[src/rtl/adder_accumulator_n.sv]
// Parametrised adder/accumulator with sticky flags and registered output mux.
// Optional feature macro: ADDACC_SATURATE_EN (saturating accumulator).
module adder_accumulator_n #(
    parameter int DATA_W = 8,
    parameter int ACC_W  = 16,
    parameter int CNT_W  = 8
) (
    input  logic              clock,
    input  logic              reset_n,
    input  logic              load,
    input  logic              add,
    input  logic              clear,
    input  logic [DATA_W-1:0] data_in,
    input  logic [2:0]        output_sel,
    output logic [DATA_W-1:0] data_out
);

    logic [DATA_W-1:0]   operand_q, operand_d;
    logic [ACC_W-1:0]    acc_q, acc_d;
    logic [CNT_W-1:0]    cnt_q, cnt_d;
    logic                cnt_carry_q, cnt_carry_d;
    logic                ovf_q, ovf_d;
    logic [DATA_W-1:0]   data_out_q, data_out_d;
    logic [ACC_W:0]      sum;
    logic [4*DATA_W-1:0] acc_ext;

    assign sum = {1'b0, acc_q} + {{(ACC_W-DATA_W+1){1'b0}}, operand_q};

    always_comb begin
        operand_d   = operand_q;
        acc_d       = acc_q;
        cnt_d       = cnt_q;
        cnt_carry_d = cnt_carry_q;
        ovf_d       = ovf_q;
        if (load) begin
            operand_d = data_in;
        end
        // clear wins over add; the add sees the operand from before any load
        if (clear) begin
            acc_d       = '0;
            cnt_d       = '0;
            cnt_carry_d = 1'b0;
            ovf_d       = 1'b0;
        end else if (add) begin
`ifdef ADDACC_SATURATE_EN
            acc_d = sum[ACC_W] ? {ACC_W{1'b1}} : sum[ACC_W-1:0];
`else
            acc_d = sum[ACC_W-1:0];
`endif
            cnt_d = cnt_q + CNT_W'(1);
            if (sum[ACC_W]) begin
                ovf_d = 1'b1;
            end
            if (cnt_q == {CNT_W{1'b1}}) begin
                cnt_carry_d = 1'b1;
            end
        end
    end

    always_comb begin
        acc_ext              = '0;
        acc_ext[ACC_W-1:0]   = acc_q;
        data_out_d           = '0;
        case (output_sel)
            3'd0: data_out_d = acc_ext[0*DATA_W +: DATA_W];
            3'd1: data_out_d = acc_ext[1*DATA_W +: DATA_W];
            3'd2: data_out_d = acc_ext[2*DATA_W +: DATA_W];
            3'd3: data_out_d = acc_ext[3*DATA_W +: DATA_W];
            3'd4: data_out_d = operand_q;
            3'd5: data_out_d[CNT_W-1:0] = cnt_q;
            3'd6: data_out_d[1:0] = {ovf_q, cnt_carry_q};
            3'd7: data_out_d = '0;
        endcase
    end

    always_ff @(posedge clock or negedge reset_n) begin
        if (!reset_n) begin
            operand_q   <= '0;
            acc_q       <= '0;
            cnt_q       <= '0;
            cnt_carry_q <= 1'b0;
            ovf_q       <= 1'b0;
            data_out_q  <= '0;
        end else begin
            operand_q   <= operand_d;
            acc_q       <= acc_d;
            cnt_q       <= cnt_d;
            cnt_carry_q <= cnt_carry_d;
            ovf_q       <= ovf_d;
            data_out_q  <= data_out_d;
        end
    end

    assign data_out = data_out_q;

endmodule

[config.mk]
export PLATFORM = sky130hd
export DESIGN_NAME = adder_accumulator_n
export DESIGN_NICKNAME = d
export VERILOG_FILES = /design/src/rtl/adder_accumulator_n.sv
export SDC_FILE = /design/constraint.sdc
export NUM_CORES = 1
export LEC_CHECK = 0
export ABC_AREA = 1
export BUFFER_PORTS_ARGS = -buffer_cell sky130_fd_sc_hd__buf_2
export CAP_MARGIN = 20
export CORE_MARGIN = 1.5
export CORE_UTILIZATION = 60
export CTS_BUF_LIST = sky130_fd_sc_hd__clkbuf_8
export DETAILED_ROUTE_END_ITERATION = 10
export GPL_TIMING_DRIVEN = 0
export PLACE_DENSITY_LB_ADDON = 0.08
export SLEW_MARGIN = 20
export SYNTH_ARGS = -nofsm -noshare
export SYNTH_HDL_FRONTEND = slang
export SYNTH_SLANG_ARGS = --single-unit
[constraint.sdc]
create_clock -name clock -period 1.9 [get_ports clock]
set_input_delay 0.285 -clock clock [delete_from_list [all_inputs] [get_ports clock]]
set_output_delay 0.285 -clock clock [all_outputs]
set_load 0.01 [all_outputs]
==> qor.yml <==
setup_path:
  crit_path_max_fanout: 4
  crit_type: "reg -> reg"
  cp_common_cell: "nand3_1"
  crit_arrival_ns: 2.00
  cp_slowest_stage_delay_ns: 0.36
  endpoint_kind: "flop"
  critPathLaunchType: "flop"
  crit_chain: "ha_2 -> inv_1 -> fa_2 -> inv_1 -> nand2_1 -> nand3_1 -> nand3_1 -> nand2_2 -> nand3_1 -> nor2_1 -> nor2_1"
  ff2ff_setup_slack_ns: 0.10
  cp_slowest_cell: "dfrtp_1"
  crit_required_ns: 2.10
cells_and_area:
  final_common_cell: "nand2_1"
  stdcell_count: 397
  final_util_pct: 71.5
  fin_area_um2: 2700
  area_delta_synth_final_pct: 11.5
  fill_cells: 332
  num_antenna_cells: 0
  drive_above_1_share_pct: 13.8
  layout.nets: 374
  mostFrequentLayoutCells: "78 x nand2_1, 55 x inv_1, 42 x dfrtp_1"
floorplan:
  die_w_um: 66.5
  dieArea_um2: 4420
  die_y_um: 66.5
  num_rows: 22
  core_area_um2: 3770
  io_pins: 24
  initial_core_util_pct: 64.1
power:
  ir_drop_mv: 0.534
  leakage_nw: 1.35
  combinationalPowerShare_pct: 23.5
  power_density_nw_per_um2: 782
  power_mw: 2.11
  pwr-share-seq_pct: 47.9
  p_switching_mw: 0.680
  switching_share_pct: 32.2
  p_int_mw: 1.43
  p_clk_share_pct: 28.6
clock_network:
  cts_tree: "done"
  clock_sinks: 42
  cts_resized: 0
  cts_root_buffer: "clkbuf_8"
  cts_hold_buf: 0
  clock_path_buffers: 2
  htreeDepth: 2
  numCtsBuffers: 5
  postCtsSetupBuffers: 0
  clkLatencyLatePin_ns: 0.30
  path_clk_slew_ns: 0.08
grt:
  antenna_found_initial: 0
  grt_pass1_wl_um: 9330
  grt_max_degree: 43
  track_usage_pct: 28.9
  grt_overflow: 0
  grt_pass1_vias: 2001
sta:
  finalCritPeriodShare_pct: 94.5
  max_freq_ghz: 0.557
  hold_viol: 0
  setup_violations: 0
  maxSlewViolCount: 0
  fin_ws_ns: 0.104
  slew_headroom_pct: 38.8
  grt_setup_unrepaired: "true"
  holdWs_ns: 0.121
  fin_crit_ns: 1.80
  setup_tns_ns: 0
  skew_ns: 0.00965
  worst_slew_pin_slew_ns: 0.918
logic_synthesis:
  yosysUniqueCellTypes: 29
  synth_nets: 344
  netlist_instances: 318
  ys_ff_latch: 42
  avgSynthCellArea_um2: 7.61
  synth_area_um2: 2420
  yosysSeqAreaShare_pct: 43.5
  ys_warn_count: 0
detailed_routing:
  routed_via_density: 5.39
  wl_per_cell_um: 13.9
  drc: 0
  vias: 2139
  antenna_left: 0
  wl_um: 5540
  drtIter0Drc: 174
  dr.pass1.iters: 4
placed_design:
  dpl_worst_slack_ns: 0.0282
  place_area_um2: 2590
  dp_cells: 389
  dpl.hpwl_um: 4310
  gp_congestion: 0.947
  portBuffers: 23
hold_path:
  hold_path_class: "in -> async"
status:
  outcome: "finished, final reports clean"
flow_run:
  cap_violations: 0
power groups by stage:
| stage | logic (mW) | clock network (mW) | registers [mW] |
|---|---|---|---|
| 2_1_floorplan | 0.342 | 0 | 1.02 |
| 3_3_place_gp | 0.479 | 0 | 1.02 |
| 3_5_place_dp | 0.485 | 0 | 1.03 |
| 4_1_cts | 0.488 | 0.608 | 1.01 |
| 5_1_grt | 0.564 | 0.650 | 1.02 |
| 6_report | 0.496 | 0.602 | 1.01 |
Yosys cell counts:
master | number | area share (%)
nand2_1 | 79 | 12
inv_1 | 55 | 8.5
dfrtp_1 | 42 | 43
nor2_1 | 26 | 4.0
nand3_1 | 25 | 5.2
a21oi_1 | 17 | 3.5
o22ai_1 | 12 | 3.1
o21ai_0 | 10 | 2.1
ha_1 | 9 | 4.7
nor3_1 | 6 | 1.2
nand4_1 | 4 | 1.0
xor2_1 | 4 | 1.4
buf_2 | 3 | 0.62
nor2_2 | 3 | 0.78
o21ai_1 | 3 | 0.62
o221ai_1 | 3 | 1.1
mux2_2 | 2 | 0.93
nor2_4 | 2 | 0.93
nor4_1 | 2 | 0.52
o2111ai_1 | 2 | 0.72
a211o_1 | 1 | 0.36
a21boi_1 | 1 | 0.31
clkbuf_1 | 1 | 0.16
fa_1 | 1 | 0.83
inv_2 | 1 | 0.16
nand2_2 | 1 | 0.26
nand2_4 | 1 | 0.47
nand3_2 | 1 | 0.41
o211ai_1 | 1 | 0.31
sequential cells by signal (all words and copies together) (netlist names):
name / flops
acc_q: 16
operand_q: 8
cnt_carry_q: 1
cnt_q: 8
ovf_q: 1
data_out: 8
layer usage:
layer | part of all wire [%] | GRT usage [%]
met5 | 0 | 0
met4 | 2.0 | 8.42
met3 | 4.5 | 5.57
met2 | 45 | 44.5
met1 | 48 | 41.7
worst paths after layout:
path,startpoint,to,cells past startpoint
max,operand_q[0],acc_q[12],11
min,reset_n,acc_q[3],1
max reg2reg,operand_q[0],acc_q[12],11
min reg2reg,acc_q[6],acc_q[6],2
max in group asynchronous,reset_n,cnt_q[1],1
min in group clock,data_in[1],operand_q[1],3
cell families after synthesis:
logic type	Yosys count	share of synthesized area, %
AND/OR/NAND/NOR	150	27.1
flip-flops	42	43.5
multiplexers	2	0.931
buffers and inverters	60	9.47
adder cells (fa/ha/maj)	10	5.48
XOR/XNOR	4	1.45
AO/OA/AOI/OAI	50	12.1
critical path: cells and delay by family, from the launching register on:
kind / cells / cell delay, ns
adder cells (fa/ha/maj): 2 / 0.58
AND/OR/NAND/NOR: 7 / 0.61
flip-flops: 1 / 0.36
buffers and inverters: 2 / 0.16
area by class of cell:
cell class / instances / area [um2] / share of cell area [%]
Sequential cell: 42 / 1050 / 39.0
Inverter: 56 / 210 / 7.80
Clock inverter: 2 / 12.5 / 0.464
Clock buffer: 6 / 82.6 / 3.06
Buffer: 4 / 18.8 / 0.696
Tap cell: 48 / 60.1 / 2.23
Multi-Input combinational cell: 216 / 1150 / 42.5
Timing Repair Buffer: 23 / 115 / 4.27
No activity file was read; power rests on OpenSTA's default activity.
